<file path="config.mk">
export PLATFORM = sky130hd
export DESIGN_NAME = fp_mult_host
export DESIGN_NICKNAME = d
export VERILOG_FILES = /design/src/rtl/fp_mult_host.sv
export SDC_FILE = /design/constraint.sdc
export NUM_CORES = 1
export LEC_CHECK = 0
export CORE_MARGIN = 2
export CORE_UTILIZATION = 50
export CTS_BUF_LIST = sky130_fd_sc_hd__clkbuf_2 sky130_fd_sc_hd__clkbuf_4 sky130_fd_sc_hd__clkbuf_8
export DETAILED_ROUTE_END_ITERATION = 16
export GPL_ROUTABILITY_DRIVEN = 0
export PLACE_DENSITY = 0.85
export SETUP_SLACK_MARGIN = 0.5
export SYNTH_ARGS = -nofsm -noshare
export SYNTH_HDL_FRONTEND = slang
export SYNTH_SLANG_ARGS = --single-unit
</file>
<file path="constraint.sdc">
create_clock -name CLK -period 10.24 [get_ports CLK]
set_clock_uncertainty 0.15 [all_clocks]
set_input_delay 2.048 -clock CLK [delete_from_list [all_inputs] [get_ports CLK]]
set_output_delay 2.048 -clock CLK [all_outputs]
set_load 0.05 [all_outputs]
</file>
<file path="src/rtl/fp_mult_host.sv">
// Host-side initiator for the fp_mult byte-serial core: core reset pulse, 16-byte operand stream, 8-byte result collection.
// Optional WAIT/RECV timeout abort with ERROR pulse is built when FP_MULT_HOST_TIMEOUT_EN is defined.
module fp_mult_host #(
  parameter int NBYTES_OP = 8
`ifdef FP_MULT_HOST_TIMEOUT_EN
  , parameter int TIMEOUT = 255
`endif
) (
  input  logic                     CLK,
  input  logic                     RESET,
  input  logic                     START,
  input  logic [8*NBYTES_OP-1:0]   OP_A,
  input  logic [8*NBYTES_OP-1:0]   OP_B,
  output logic                     BUSY,
  output logic                     DONE,
  output logic [8*NBYTES_OP-1:0]   RESULT,
`ifdef FP_MULT_HOST_TIMEOUT_EN
  output logic                     ERROR,
`endif
  output logic                     CORE_RESET,
  output logic                     ENABLE,
  output logic [7:0]               TX_DATA,
  input  logic [7:0]               RX_DATA,
  input  logic                     RX_READY
);

  localparam int RW = 8 * NBYTES_OP;
  localparam int OW = 16 * NBYTES_OP;

  typedef enum logic [2:0] {IDLE, CRST, SEND, WAIT, RECV} state_t;

  state_t          state_reg, state_next;
  logic [OW-1:0]   op_sr_reg, op_sr_next;
  logic [RW-1:0]   res_sr_reg, res_sr_next;
  logic [RW-1:0]   res_shift;
  logic [RW-1:0]   result_reg, result_next;
  logic [3:0]      txcnt_reg, txcnt_next;
  logic [3:0]      rxcnt_reg, rxcnt_next;
  logic            busy_reg, busy_next;
  logic            done_reg, done_next;
  logic            core_reset_reg, core_reset_next;
  logic            enable_reg, enable_next;
  logic [7:0]      tx_data_reg, tx_data_next;
`ifdef FP_MULT_HOST_TIMEOUT_EN
  logic [15:0]     to_cnt_reg, to_cnt_next;
  logic            error_reg, error_next;
`endif

  always_comb begin
    state_next      = state_reg;
    op_sr_next      = op_sr_reg;
    res_sr_next     = res_sr_reg;
    result_next     = result_reg;
    txcnt_next      = txcnt_reg;
    rxcnt_next      = rxcnt_reg;
    busy_next       = busy_reg;
    done_next       = 1'b0;
    core_reset_next = 1'b0;
    enable_next     = 1'b0;
    tx_data_next    = 8'h00;
    res_shift       = {res_sr_reg[RW-9:0], RX_DATA};
`ifdef FP_MULT_HOST_TIMEOUT_EN
    to_cnt_next     = to_cnt_reg;
    error_next      = 1'b0;
`endif
    case (state_reg)
      IDLE: begin
        if (START) begin
          op_sr_next      = {OP_A, OP_B};
          busy_next       = 1'b1;
          core_reset_next = 1'b1;
          state_next      = CRST;
        end
      end
      CRST: begin
        // The first byte is loaded here so ENABLE runs gap-free from the next cycle.
        enable_next  = 1'b1;
        tx_data_next = op_sr_reg[OW-1 -: 8];
        op_sr_next   = {op_sr_reg[OW-9:0], 8'h00};
        txcnt_next   = 4'd0;
        state_next   = SEND;
      end
      SEND: begin
        if (txcnt_reg == 4'(2*NBYTES_OP-1)) begin
          state_next = WAIT;
`ifdef FP_MULT_HOST_TIMEOUT_EN
          to_cnt_next = 16'd0;
`endif
        end else begin
          enable_next  = 1'b1;
          tx_data_next = op_sr_reg[OW-1 -: 8];
          op_sr_next   = {op_sr_reg[OW-9:0], 8'h00};
          txcnt_next   = txcnt_reg + 4'd1;
        end
      end
      WAIT: begin
`ifdef FP_MULT_HOST_TIMEOUT_EN
        to_cnt_next = to_cnt_reg + 16'd1;
`endif
        if (RX_READY) begin
          res_sr_next = res_shift;
          rxcnt_next  = 4'd1;
          state_next  = RECV;
        end
      end
      RECV: begin
`ifdef FP_MULT_HOST_TIMEOUT_EN
        to_cnt_next = to_cnt_reg + 16'd1;
`endif
        if (RX_READY) begin
          if (rxcnt_reg == 4'(NBYTES_OP-1)) begin
            result_next = res_shift;
            done_next   = 1'b1;
            busy_next   = 1'b0;
            rxcnt_next  = 4'd0;
            state_next  = IDLE;
          end else begin
            res_sr_next = res_shift;
            rxcnt_next  = rxcnt_reg + 4'd1;
          end
        end
      end
      default: state_next = IDLE;
    endcase
`ifdef FP_MULT_HOST_TIMEOUT_EN
    // A completing final byte takes priority over a coincident timeout.
    if ((state_reg == WAIT || state_reg == RECV) && state_next != IDLE &&
        to_cnt_reg == 16'(TIMEOUT-1)) begin
      error_next = 1'b1;
      busy_next  = 1'b0;
      state_next = IDLE;
    end
`endif
  end

  always_ff @(posedge CLK) begin
    if (RESET) begin
      state_reg      <= IDLE;
      op_sr_reg      <= '0;
      res_sr_reg     <= '0;
      txcnt_reg      <= 4'd0;
      rxcnt_reg      <= 4'd0;
      busy_reg       <= 1'b0;
      done_reg       <= 1'b0;
      core_reset_reg <= 1'b0;
      enable_reg     <= 1'b0;
      tx_data_reg    <= 8'h00;
      // An aborted transaction keeps the last completed product; reset from idle clears it.
      if (state_reg == IDLE)
        result_reg <= '0;
`ifdef FP_MULT_HOST_TIMEOUT_EN
      to_cnt_reg     <= 16'd0;
      error_reg      <= 1'b0;
`endif
    end else begin
      state_reg      <= state_next;
      op_sr_reg      <= op_sr_next;
      res_sr_reg     <= res_sr_next;
      result_reg     <= result_next;
      txcnt_reg      <= txcnt_next;
      rxcnt_reg      <= rxcnt_next;
      busy_reg       <= busy_next;
      done_reg       <= done_next;
      core_reset_reg <= core_reset_next;
      enable_reg     <= enable_next;
      tx_data_reg    <= tx_data_next;
`ifdef FP_MULT_HOST_TIMEOUT_EN
      to_cnt_reg     <= to_cnt_next;
      error_reg      <= error_next;
`endif
    end
  end

  assign BUSY       = busy_reg;
  assign DONE       = done_reg;
  assign RESULT     = result_reg;
  assign CORE_RESET = core_reset_reg;
  assign ENABLE     = enable_reg;
  assign TX_DATA    = tx_data_reg;
`ifdef FP_MULT_HOST_TIMEOUT_EN
  assign ERROR      = error_reg;
`endif

endmodule

</file>
# [Word-level counts from Yosys, hierarchy flattened]
# Index checks and enable logic that the tools add are counted.
[totals] regBits=271 input_bits=140
[classes] eq_ne=14 add_sub_neg=2 bitwise_logic=3 reduce_logical=17 muxes=34
[ops] cell="$pmux 128 s3" n=1
[ops] cell="$mux 64" n=5
[ops] cell="$mux 128" n=2
[ops] cell="$mux 56" n=3
[ops] cell="$pmux 56 s2" n=1
[ops] cell="$mux 4" n=4
[ops] cell="$pmux 4 s2" n=2
[ops] cell="$pmux 8 s2" n=1
[ops] cell="$mux 3" n=5
[ops] cell="$pmux 3 s5" n=1
[ops] cell="$ne 2x2->1 const B" n=7
[ops] cell="$reduce_and 4->1" n=3
[ops] cell="$reduce_bool 2->1" n=6
[ops] cell="$add 4x1->4 const B" n=2
[ops] cell="$mux 8" n=1
[ops] cell="$eq 3x2->1 const B" n=2
[ops] cell="$mux 1" n=6
[ops] cell="$reduce_and 3->1" n=2
[ops] cell="$reduce_and 5->1" n=1
[ops] cell="$eq 4x3->1 const B" n=1
[ops] cell="$eq 4x4->1 const B" n=1
[ops] cell="$pmux 1 s2" n=2
[ops] cell="$eq 3x1->1 const B" n=1
[ops] cell="$eq 3x3->1 const B" n=1
[ops] cell="other kinds (7)" n=9

# [Logic depth before layout (Yosys ltp)]
# Gate-level depths: netlist of the first run.
[logic_depth] depth_word=5 mapped_depth=8

# [Least setup slack after synthesis of the first run]
# OpenSTA, ideal clock, no wires.
[synth_path] kind="input to register" startpoint="input port RESET" endpoint="register result_reg[0], in the netlist RESULT[0] (enable)" required_time_ns=9.525 setup_slack_ns=2.389 t_arrival_ns=7.136 cell_stages=5 n_path_buf=2 setup_ns=0.565 cell_sequence="clkbuf_1 clkbuf_1 nor2b_1 a31oi_1 nor3_1"
[synth_via] elab_chain_cells=2 word_cells_on_any_way=5 cone_classes="1 x eq/ne; 4 x reduce/logical"
[synth_rtl] element="start: declaration" line_no="10" text="input logic RESET,"
[synth_rtl] element="$ne 2x1->1 (no source line) / $reduce_bool 2->1 (equally long branches)"
[synth_rtl] element="$reduce_and 4->1 (no source line) *"
[synth_rtl] element="end signal: assignment" line_no="159" text="result_reg <= result_next;"
[synth_rtl] element="end: declaration" line_no="36" text="logic [RW-1:0] result_reg, result_next;"
# Mark *: on every way between the ends. The rest lies on a longest branch, timed or not.
# A chain may end at the register's enable or synchronous reset.

# [Final worst setup path of the first run]
[layout_path] startpoint="input port START" endpoint="register op_sr_reg[68]"
[layout_via] elab_chain_cells=2
[layout_rtl] element="start: declaration" line_no="11" text="input logic START,"
[layout_rtl] element="$ne 2x2->1 (no source line)"
[layout_rtl] element="$reduce_and 3->1 (no source line)"
[layout_rtl] element="end signal: assignment" line_no="157" text="op_sr_reg <= op_sr_next;"
[layout_rtl] element="end: declaration" line_no="33" text="logic [OW-1:0] op_sr_reg, op_sr_next;"
# No other way between the ends.

==> flow_metrics.tcl, run 1 <==
set metrics [dict create \
    drt-total-wl_um 24200 \
    slowest_stage "sky130_fd_sc_hd__buf_4" \
    fp-row-count 53 \
    worstPathRequired_ns 10.54 \
    rsz0062_at_grt "false" \
    initialDrtViolationCount 474 \
    synth_nets 1211 \
    ys.warnings.count 0 \
    cts.repair.resized 0 \
    fin_crit_sh_pct 43.3 \
    fin_util_pct 65.4 \
    yosysSeqAreaShare_pct 57.1 \
    setup_viol 0 \
    reg2reg_setup_slack_ns 6.90 \
    slew-limit-headroom_pct 31.6 \
    synth_enable_flop_cells 64 \
    cts_hold_repair_buffers 0 \
    status "completed" \
    route.detailed.vias_per_inst 5.39 \
    timing.final.ws_setup_ns 5.80 \
    r2r_end "op_sr_reg[68]$_SDFFE_PP0P_" \
    max_cap_viol_count 0 \
    worstPathArrival_ns 4.74 \
    yosys.cell_types.count 46 \
    dpl_cell_area_um2 12800 \
    setup-tns-final_ns 0 \
    fin_area_um2 13700 \
    worstPathMaxFanout 90 \
    tritoncts "done" \
    worst_hold_path_type "flip-flop to flip-flop" \
    grt_first_pass_wirelength_um 38700 \
    ys_async_rst_share_pct 0 \
    grt_max_degree 119 \
    cts_max_level 2 \
    grt-ovfl-total 0 \
    ys.flop_type "sky130_fd_sc_hd__dfxtp_1" \
    hpwlAfterDp_um 15300 \
    clk_pin_slew_ns 0.06 \
    area_of_the_die_um2 22400 \
    crit_cells 6 \
    synthesized_area_um2 10600 \
    placement.io_buffers 215 \
    crit_path_cell_trace "clkdlybuf4s50_1 -> nor2_1 -> o32a_2 -> buf_4 -> a21oi_1 -> a211oi_1" \
    grt_pass1_vias 7898 \
    layout_common_cells "214 x sky130_fd_sc_hd__clkdlybuf4s50_1, 207 x sky130_fd_sc_hd__dfxtp_1, 131 x sky130_fd_sc_hd__nand2_1" \
    die-width_um 150 \
    num-nets-final 1391 \
    cts.path.max_buffers 3 \
    synth_top_cells_by_area "sky130_fd_sc_hd__dfxtp_1 39%, sky130_fd_sc_hd__edfxtp_1 18%, sky130_fd_sc_hd__a211oi_1 8.4%" \
    worstSetupPathType "input pin to flip-flop" \
    timing.rr.start "state_reg[2]$_SDFFE_PP0P_" \
    critical_path.startpoint "START" \
    crit_path_start_kind "input pin" \
    reg2regPathDepth 5 \
    layout_commonest_cell "sky130_fd_sc_hd__clkdlybuf4s50_1" \
    numClockSinks 271 \
    initial_core_util_pct 50.7 \
    cp_slowest_stage_delay_ns 0.83 \
    largest_register_ffs 128 \
    postSynthRegisterBits 271 \
    static-leakage-power_uw 0.00536 \
    top_achievable_clock_speed_ghz 0.225 \
    wl_per_cell_um 15.5 \
    first_pass_iters 4 \
    io_count 216 \
    slew_violations 0 \
    worstMarginPinSlew_ns 1.02 \
    buffers_inserted_by_post_cts_timing_repair 0 \
    chipHeight_um 150 \
    crit_path_capture "op_sr_reg[68]$_SDFFE_PP0P_" \
    synth_top_cell_area_share_pct 39.0 \
    pre_cts_slack_ns 5.30 \
    postRouteAntennaNets 0 \
    numCtsBuffers 44 \
    drc 0 \
    synth_largest_area_cell "sky130_fd_sc_hd__dfxtp_1" \
    share_of_post_route_cells_with_drive_strength_above_1_pct 8.89 \
    fin_crit_ns 4.44 \
    antenna_found_initial 1 \
    overall_power_uw 4250 \
    route.vias.total 8405 \
    clock_insertion_delay_at_the_later_pin_of_the_skew_report_ns 0.55 \
    netlist_instances 1069 \
    antennaDiodeCount 0 \
    core_um2 21000 \
    cpLargestDelayFamily "buffers and inverters" \
    hold_viol_final 0 \
    bufs_and_invs_on_worst_path 2 \
    avgSynthCellArea_um2 9.94 \
    track_usage_pct 21.1 \
    critical_path.endpoint_type "flip-flop" \
    syn2layout_area_growth_pct 28.9 \
    clock_tree.root_cell "sky130_fd_sc_hd__clkbuf_8" \
    ir_worst_vdd_uv 332 \
    cellPowerDensity_nw_per_um2 311 \
]
## cell type report
class | instances | area, µm²
fill | 1666 | 7260
sequential | 271 | 6070
multi-input combinational | 709 | 4170
tap | 275 | 344
clock buffer | 67 | 822
clock inverter | 13 | 78.8
timing repair buffer | 223 | 2210
## worst min-delay path by stage
stage,from,to,depth (start not counted)
6_report,op_sr_reg[126]$_SDFFE_PP0P_,TX_DATA[6]$_SDFF_PP0_,1
5_1_grt,op_sr_reg[121]$_SDFFE_PP0P_,TX_DATA[1]$_SDFF_PP0_,1
4_1_cts,op_sr_reg[2]$_SDFFE_PP0P_,op_sr_reg[2]$_SDFFE_PP0P_,2
3_5_place_dp,op_sr_reg[120]$_SDFFE_PP0P_,TX_DATA[0]$_SDFF_PP0_,1
3_3_place_gp,op_sr_reg[127]$_SDFFE_PP0P_,TX_DATA[7]$_SDFF_PP0_,1
2_1_floorplan,op_sr_reg[120]$_SDFFE_PP0P_,TX_DATA[0]$_SDFF_PP0_,1
## logic make-up (layout without fill, tap and decap cells)
group | Yosys count | count (layout) | share of synthesized area (%)
AOI/OAI and AO/OA | 269 | 269 | 16.0
adders and majority gates | 2 | 2 | 0.235
xor gates and xnor gates | 2 | 2 | 0.236
DFF | 271 | 271 | 57.1
and+or+nand+nor | 376 | 376 | 16.1
muxes | 60 | 60 | 6.33
buffers and inverters | 89 | 303 | 4.03
## synthesized netlist by cell type (2+ instances only)
cell	n
sky130_fd_sc_hd__dfxtp_1	207
sky130_fd_sc_hd__a21oi_1	131
sky130_fd_sc_hd__nand2_1	131
sky130_fd_sc_hd__nor2_1	129
sky130_fd_sc_hd__a211oi_1	119
sky130_fd_sc_hd__nor2b_1	72
sky130_fd_sc_hd__edfxtp_1	64
sky130_fd_sc_hd__clkbuf_1	43
sky130_fd_sc_hd__mux2_1	40
sky130_fd_sc_hd__buf_2	27
sky130_fd_sc_hd__mux2_2	18
sky130_fd_sc_hd__nand3_1	13
sky130_fd_sc_hd__and2_1	8
sky130_fd_sc_hd__buf_4	8
sky130_fd_sc_hd__buf_1	7
sky130_fd_sc_hd__buf_6	4
sky130_fd_sc_hd__nor3_1	4
sky130_fd_sc_hd__o21ai_0	4
sky130_fd_sc_hd__nand2b_1	3
sky130_fd_sc_hd__a311oi_1	2
sky130_fd_sc_hd__a31oi_1	2
sky130_fd_sc_hd__and3_1	2
sky130_fd_sc_hd__and3b_1	2
sky130_fd_sc_hd__ha_1	2
sky130_fd_sc_hd__mux2i_1	2
sky130_fd_sc_hd__nand3b_1	2
sky130_fd_sc_hd__nand4b_1	2
sky130_fd_sc_hd__nor3b_1	2
sky130_fd_sc_hd__or2_2	2
## where the power goes
group	switching (µW)	internal (µW)
combinational	1140	566
sequential	175	1440
clock	418	517
## per-stage QoR
| step | std cells | hold WS (ns) |
|---|---|---|
| 3_5_place_dp | 1478 | 0.291 |
| 3_3_place_gp | 1478 | 0.287 |
| 5_1_grt | 1558 | 0.322 |
| 2_1_floorplan | 1069 | 0.281 |
| 6_report | 1558 | 0.301 |
| 4_1_cts | 1558 | 0.305 |
## metal layers
layer  share of wire, %  global-route usage, %  routed length [µm]  vias to the layer above
met3                7.7                   5.88                1870                       42
met4                2.0                   6.18                 477                        2
met1                 41                   26.3                9950                     3919
met5              0.054                      0                  13                        -
met2                 49                   35.9               11900                      324
li1                   -                      -                   -                     4118
(Power assumes the default switching activity.)
==> run 2, diff against run 1 <==
- clock period: 10.24 -> 4.1 ns (I/O delays scaled with it)
==> run 2 against run 1 <==
Utilization is 0.80 points higher. Sequential share of layout area is 0.54 points lower. Routed wire length is 0.28% higher. Worst hold slack better by 0.0011 ns. Cell area is 1.2% higher. Sequential cell count stayed put. Global-route usage is 0.15 points higher. Register-to-register slack worse by 5.6 ns. Non-clock buffer count is 5 higher. Die area stayed put. Count of clock-buffer cells in the layout stayed put.
==> flow_metrics.tcl, run 2 (synthesis gave the netlist of run 1 again) <==
set metrics [dict create \
    wl_per_cell_um 15.6 \
    clock_insertion_delay_at_the_later_pin_of_the_skew_report_ns 0.53 \
    bufs_and_invs_on_worst_path 1 \
    grt-ovfl-total 0 \
    worstHoldPathCells 2 \
    fin_area_um2 13900 \
    first_pass_iters 5 \
    max_cap_viol_count 0 \
    timing.rr.start "state_reg[2]$_SDFFE_PP0P_" \
    worst_hold_path_type "flip-flop to flip-flop" \
    setup_viol 0 \
    worstSetupPathType "flip-flop to flip-flop" \
    largest_register_ffs 128 \
    io_count 216 \
    antenna_found_initial 1 \
    rsz0062_at_grt "false" \
    grt_max_degree 103 \
    cts_hold_repair_buffers 0 \
    cpLargestDelayFamily "flip-flops" \
    hold_viol_final 0 \
    area_of_the_die_um2 22400 \
    status "completed" \
    initialDrtViolationCount 506 \
    postRouteAntennaNets 0 \
    initial_core_util_pct 50.7 \
    r2r_end "res_sr_reg[6]$_SDFFE_PP0P_" \
    chipHeight_um 150 \
    buffers_inserted_by_post_cts_timing_repair 0 \
    tritoncts "done" \
    fp-row-count 53 \
    syn2layout_area_growth_pct 30.5 \
    cp_slowest_stage_delay_ns 0.86 \
    die-width_um 150 \
    slew_violations 0 \
    num-nets-final 1395 \
    worstPathRequired_ns 4.36 \
    worstMarginPinSlew_ns 1.07 \
    reg2regPathDepth 5 \
    drt-total-wl_um 24200 \
    layout_commonest_cell "sky130_fd_sc_hd__clkdlybuf4s50_1" \
    layout_common_cells "214 x sky130_fd_sc_hd__clkdlybuf4s50_1, 207 x sky130_fd_sc_hd__dfxtp_1, 131 x sky130_fd_sc_hd__nand2_1" \
    slowest_stage "sky130_fd_sc_hd__dfxtp_1" \
    route.detailed.vias_per_inst 5.37 \
    placement.io_buffers 215 \
    track_usage_pct 21.3 \
    grt_first_pass_wirelength_um 38800 \
    critical_path.endpoint_type "flip-flop" \
    worstPathMaxFanout 56 \
    cts.path.max_buffers 3 \
    antennaDiodeCount 0 \
    numCtsBuffers 43 \
    worst_hold_path.endpoint "op_sr_reg[3]$_SDFFE_PP0P_" \
    cts_max_level 2 \
    crit_path_cell_trace "nor3b_4 -> o21ai_2 -> a21oi_4 -> buf_12 -> mux2_2" \
    share_of_post_route_cells_with_drive_strength_above_1_pct 9.19 \
    clock_tree.root_cell "sky130_fd_sc_hd__clkbuf_8" \
    route.vias.total 8374 \
    clk_pin_slew_ns 0.06 \
    setup-tns-final_ns 0 \
    crit_path_start_kind "flip-flop" \
    static-leakage-power_uw 0.00543 \
    fin_crit_sh_pct 68.2 \
    cellPowerDensity_nw_per_um2 784 \
    top_achievable_clock_speed_ghz 0.357 \
    drc 0 \
    slew-limit-headroom_pct 28.9 \
    core_um2 21000 \
    hpwlAfterDp_um 15500 \
    reg2reg_setup_slack_ns 1.30 \
    ir_worst_vdd_uv 425 \
    fin_crit_ns 2.80 \
    numClockSinks 271 \
    dpl_cell_area_um2 13000 \
    grt_pass1_vias 7912 \
    cts.repair.resized 0 \
    hold_path_startpoint "op_sr_reg[3]$_SDFFE_PP0P_" \
    worstPathArrival_ns 3.06 \
]
-- run 2: area by class of cell --
| type | count | area [µm²] |
|---|---|---|
| Timing Repair Buffer | 228 | 2360 |
| Sequential cell | 271 | 6070 |
| Fill cell | 1638 | 7090 |
| Clock buffer | 67 | 835 |
| Multi-Input combinational cell | 709 | 4180 |
| Tap cell | 275 | 344 |
| Clock inverter | 9 | 77.6 |
-- run 2: power breakdown --
part	internal [µW]	switching [µW]	leakage (µW)
combinational	1580	2900	0.00262
sequential	3590	428	0.00233
clock	1360	1010	0.000480
-- run 2: worst min-delay path: stages, from the launching register on --
cell and delay [ns]:
sky130_fd_sc_hd__dfxtp_1 0.31, sky130_fd_sc_hd__nand2_1 0.05, sky130_fd_sc_hd__a21oi_1 0.05
-- run 2: how the worst max path moves through the flow --
stage / to / depth (start not counted) / start / slack (ns)
final: res_sr_reg[6]$_SDFFE_PP0P_ / 5 / state_reg[2]$_SDFFE_PP0P_ / 1.30
after floorplan: RESULT[0]$_SDFFCE_PP0P_ / 5 / RESET / 0.52
after global routing: op_sr_reg[126]$_SDFFE_PP0P_ / 5 / state_reg[1]$_SDFFE_PP0P_ / 1.11
after CTS: op_sr_reg[69]$_SDFFE_PP0P_ / 5 / state_reg[1]$_SDFFE_PP0P_ / 1.30
after global placement: op_sr_reg[75]$_SDFFE_PP0P_ / 6 / START / 1.06
after detailed placement: op_sr_reg[103]$_SDFFE_PP0P_ / 6 / START / 0.97
-- run 2: metal layers --
metal | share of wire (%) | global-route usage, %
met5 | 0 | 0
met3 | 7.1 | 4.91
met4 | 2.0 | 6.13
met1 | 42 | 27.3
met2 | 49 | 36.1
-- run 2: through the flow --
step                      instances  utilization (%)  hold WS, ns  worst slack [ns]  total power, µW
after detailed placement       1483             61.8        0.291             0.972             8530
after global placement         1483             61.8        0.289              1.06             8410
after floorplan                1069                -        0.281             0.522             7290
after global routing           1559             66.2        0.319              1.11            11600
after CTS                      1559             66.2        0.302              1.30            10900
final                          1559             66.2        0.303              1.30            10900
==> run 3, diff against run 2 <==
- CORE_UTILIZATION: 50 -> 48
- clock period: 4.1 -> 2.3 ns (I/O delays scaled with it)
==> run 3 against run 2 <==
Worst setup slack lost 1.1 ns. Sequential cell count is the same. Final cell count grew 7.7%. Largest power group unchanged. Routed wire length grew 53%. Via count grew 17%. Highest routed layer unchanged. First-iteration DRC count grew 60%. Register-to-register slack lost 1.1 ns. Utilization grew 11 points.
==> flow_metrics.tcl, run 3 (synthesis gave the netlist of run 1 again) <==
set metrics [dict create \
    antenna_found_initial 0 \
    grt_first_pass_wirelength_um 48700 \
    share_of_post_route_cells_with_drive_strength_above_1_pct 38.3 \
    placed_cells_incl_taps 1524 \
    critical_path.endpoint_type "flip-flop" \
    dpl_cell_area_um2 13600 \
    syn2layout_area_growth_pct 58.0 \
    cts.path.max_buffers 3 \
    core_um2 21800 \
    setup_viol 0 \
    tritoncts "done" \
    status "completed" \
    route.vias.total 9778 \
    cp_slowest_stage_delay_ns 0.40 \
    rsz0062_at_grt "true" \
    drc 0 \
    worst_hold_path_type "input pin to flip-flop" \
    fin_util_pct 77.2 \
    max_cap_viol_count 0 \
    cts_hold_repair_buffers 0 \
    layout.cells.non_filler 1679 \
    worstPathArrival_ns 2.38 \
    drt-total-wl_um 37000 \
    first_pass_iters 5 \
    clock_tree.root_cell "sky130_fd_sc_hd__clkbuf_8" \
    chipHeight_um 153 \
    area_of_the_die_um2 23300 \
    cellPowerDensity_nw_per_um2 1600 \
    num-nets-final 1507 \
    hold_viol_final 0 \
    fin_crit_ns 2.11 \
    slew_violations 0 \
    worstMarginPinSlew_ns 0.848 \
    clk_pin_slew_ns 0.07 \
    track_usage_pct 25.6 \
    slowest_stage "sky130_fd_sc_hd__o32a_4" \
    timing.hold.ws_ns 0.0419 \
    antennaDiodeCount 0 \
    route.detailed.vias_per_inst 5.82 \
    crit_path_start_kind "flip-flop" \
    worstSetupPathType "flip-flop to flip-flop" \
    io_count 216 \
    postRouteAntennaNets 0 \
    largest_register_ffs 128 \
    hpwlAfterDp_um 17700 \
    grt_max_degree 144 \
    bufs_and_invs_on_worst_path 2 \
    numCtsBuffers 43 \
    setup-tns-final_ns 0 \
    static-leakage-power_uw 0.00664 \
    layout_commonest_cell "sky130_fd_sc_hd__dfxtp_1" \
    fin_area_um2 16800 \
    initial_core_util_pct 48.8 \
    fp-row-count 54 \
    initialDrtViolationCount 811 \
    grt-ovfl-total 0 \
    clock_insertion_delay_at_the_later_pin_of_the_skew_report_ns 0.56 \
    wl_per_cell_um 22.0 \
    layout_common_cells "200 x sky130_fd_sc_hd__dfxtp_1, 138 x sky130_fd_sc_hd__clkdlybuf4s50_1, 131 x sky130_fd_sc_hd__nand2_1" \
    grt_pass1_vias 9393 \
    worstPathRequired_ns 2.57 \
    numClockSinks 271 \
    ir_worst_vdd_uv 1070 \
    fin_crit_sh_pct 91.6 \
    cts_max_level 2 \
    die-width_um 153 \
    slew-limit-headroom_pct 43.5 \
    worstPathMaxFanout 7 \
    placement.io_buffers 215 \
    cpLargestDelayFamily "compound AO/OA/AOI/OAI gates" \
    crit_path_cell_trace "ha_4 -> and3_4 -> o32a_4 -> buf_12 -> buf_16 -> a21oi_1 -> a211oi_2" \
    top_achievable_clock_speed_ghz 0.475 \
]
run 3: cell types whose count changed in the layout (fill, tap and decap cells not counted), sizes merged:
cell / previous run / this run
clkbuf: 67 / 88
clkinvlp: 3 / 0
bufbuf: 0 / 2
inv: 0 / 3
bufinv: 1 / 0
buf: 14 / 184
clkdlybuf4s50: 214 / 138
clkinv: 5 / 4
run 3: layer usage:
metal / routed length [µm] / global-route usage [%] / vias up / share of wire, %
met2: 19200 / 45.2 / 533 / 52
li1: - / - / 4367 / -
met1: 13600 / 30.2 / 4751 / 37
met5: 0 / 0 / - / 0
met3: 2560 / 5.69 / 127 / 6.9
met4: 1580 / 10.0 / 0 / 4.3
run 3: timing repair:
item / CTS / global route
gates resized for setup: 499 / 235
setup buffers: 27 / 13
endpoints found under the setup margin: 337 / 289
gates cloned: 17 / 19
pin swaps: 32 / 56
run 3: path summary, 6_finish.rpt:
path,startpoint,end,slack (ns),depth (start not counted)
worst max-delay path,txcnt_reg[0]$_SDFFE_PP0P_,op_sr_reg[84]$_SDFFE_PP0P_,0.19,7
worst min-delay path,RESET,ENABLE$_SDFF_PP0_,0.04,2
worst max register to register,txcnt_reg[0]$_SDFFE_PP0P_,op_sr_reg[84]$_SDFFE_PP0P_,0.19,7
worst min register to register,op_sr_reg[126]$_SDFFE_PP0P_,TX_DATA[6]$_SDFF_PP0_,0.32,1
run 3: where the power goes:
group | leakage [µW] | internal [µW] | switching [µW] | total (µW)
clock | 0.000497 | 2390 | 1980 | 4370
sequential | 0.00234 | 6410 | 1130 | 7540
combinational | 0.00380 | 6790 | 8230 | 15000
run 3: final cells by class:
type | count | area [µm²]
Clock buffer | 72 | 866
Tap cell | 280 | 350
Sequential cell | 271 | 6090
Fill cell | 1170 | 4970
Timing Repair Buffer | 340 | 4060
Clock inverter | 7 | 48.8
Multi-Input combinational cell | 709 | 5380
run 3: stage by stage:
step / worst slack, ns / power, µW
5_1_grt: 0.149 / 27900
4_1_cts: 0.341 / 22800
3_3_place_gp: 0.0262 / 15800
2_1_floorplan: -0.805 / 13100
6_report: 0.193 / 26900
3_5_place_dp: -0.0601 / 16000
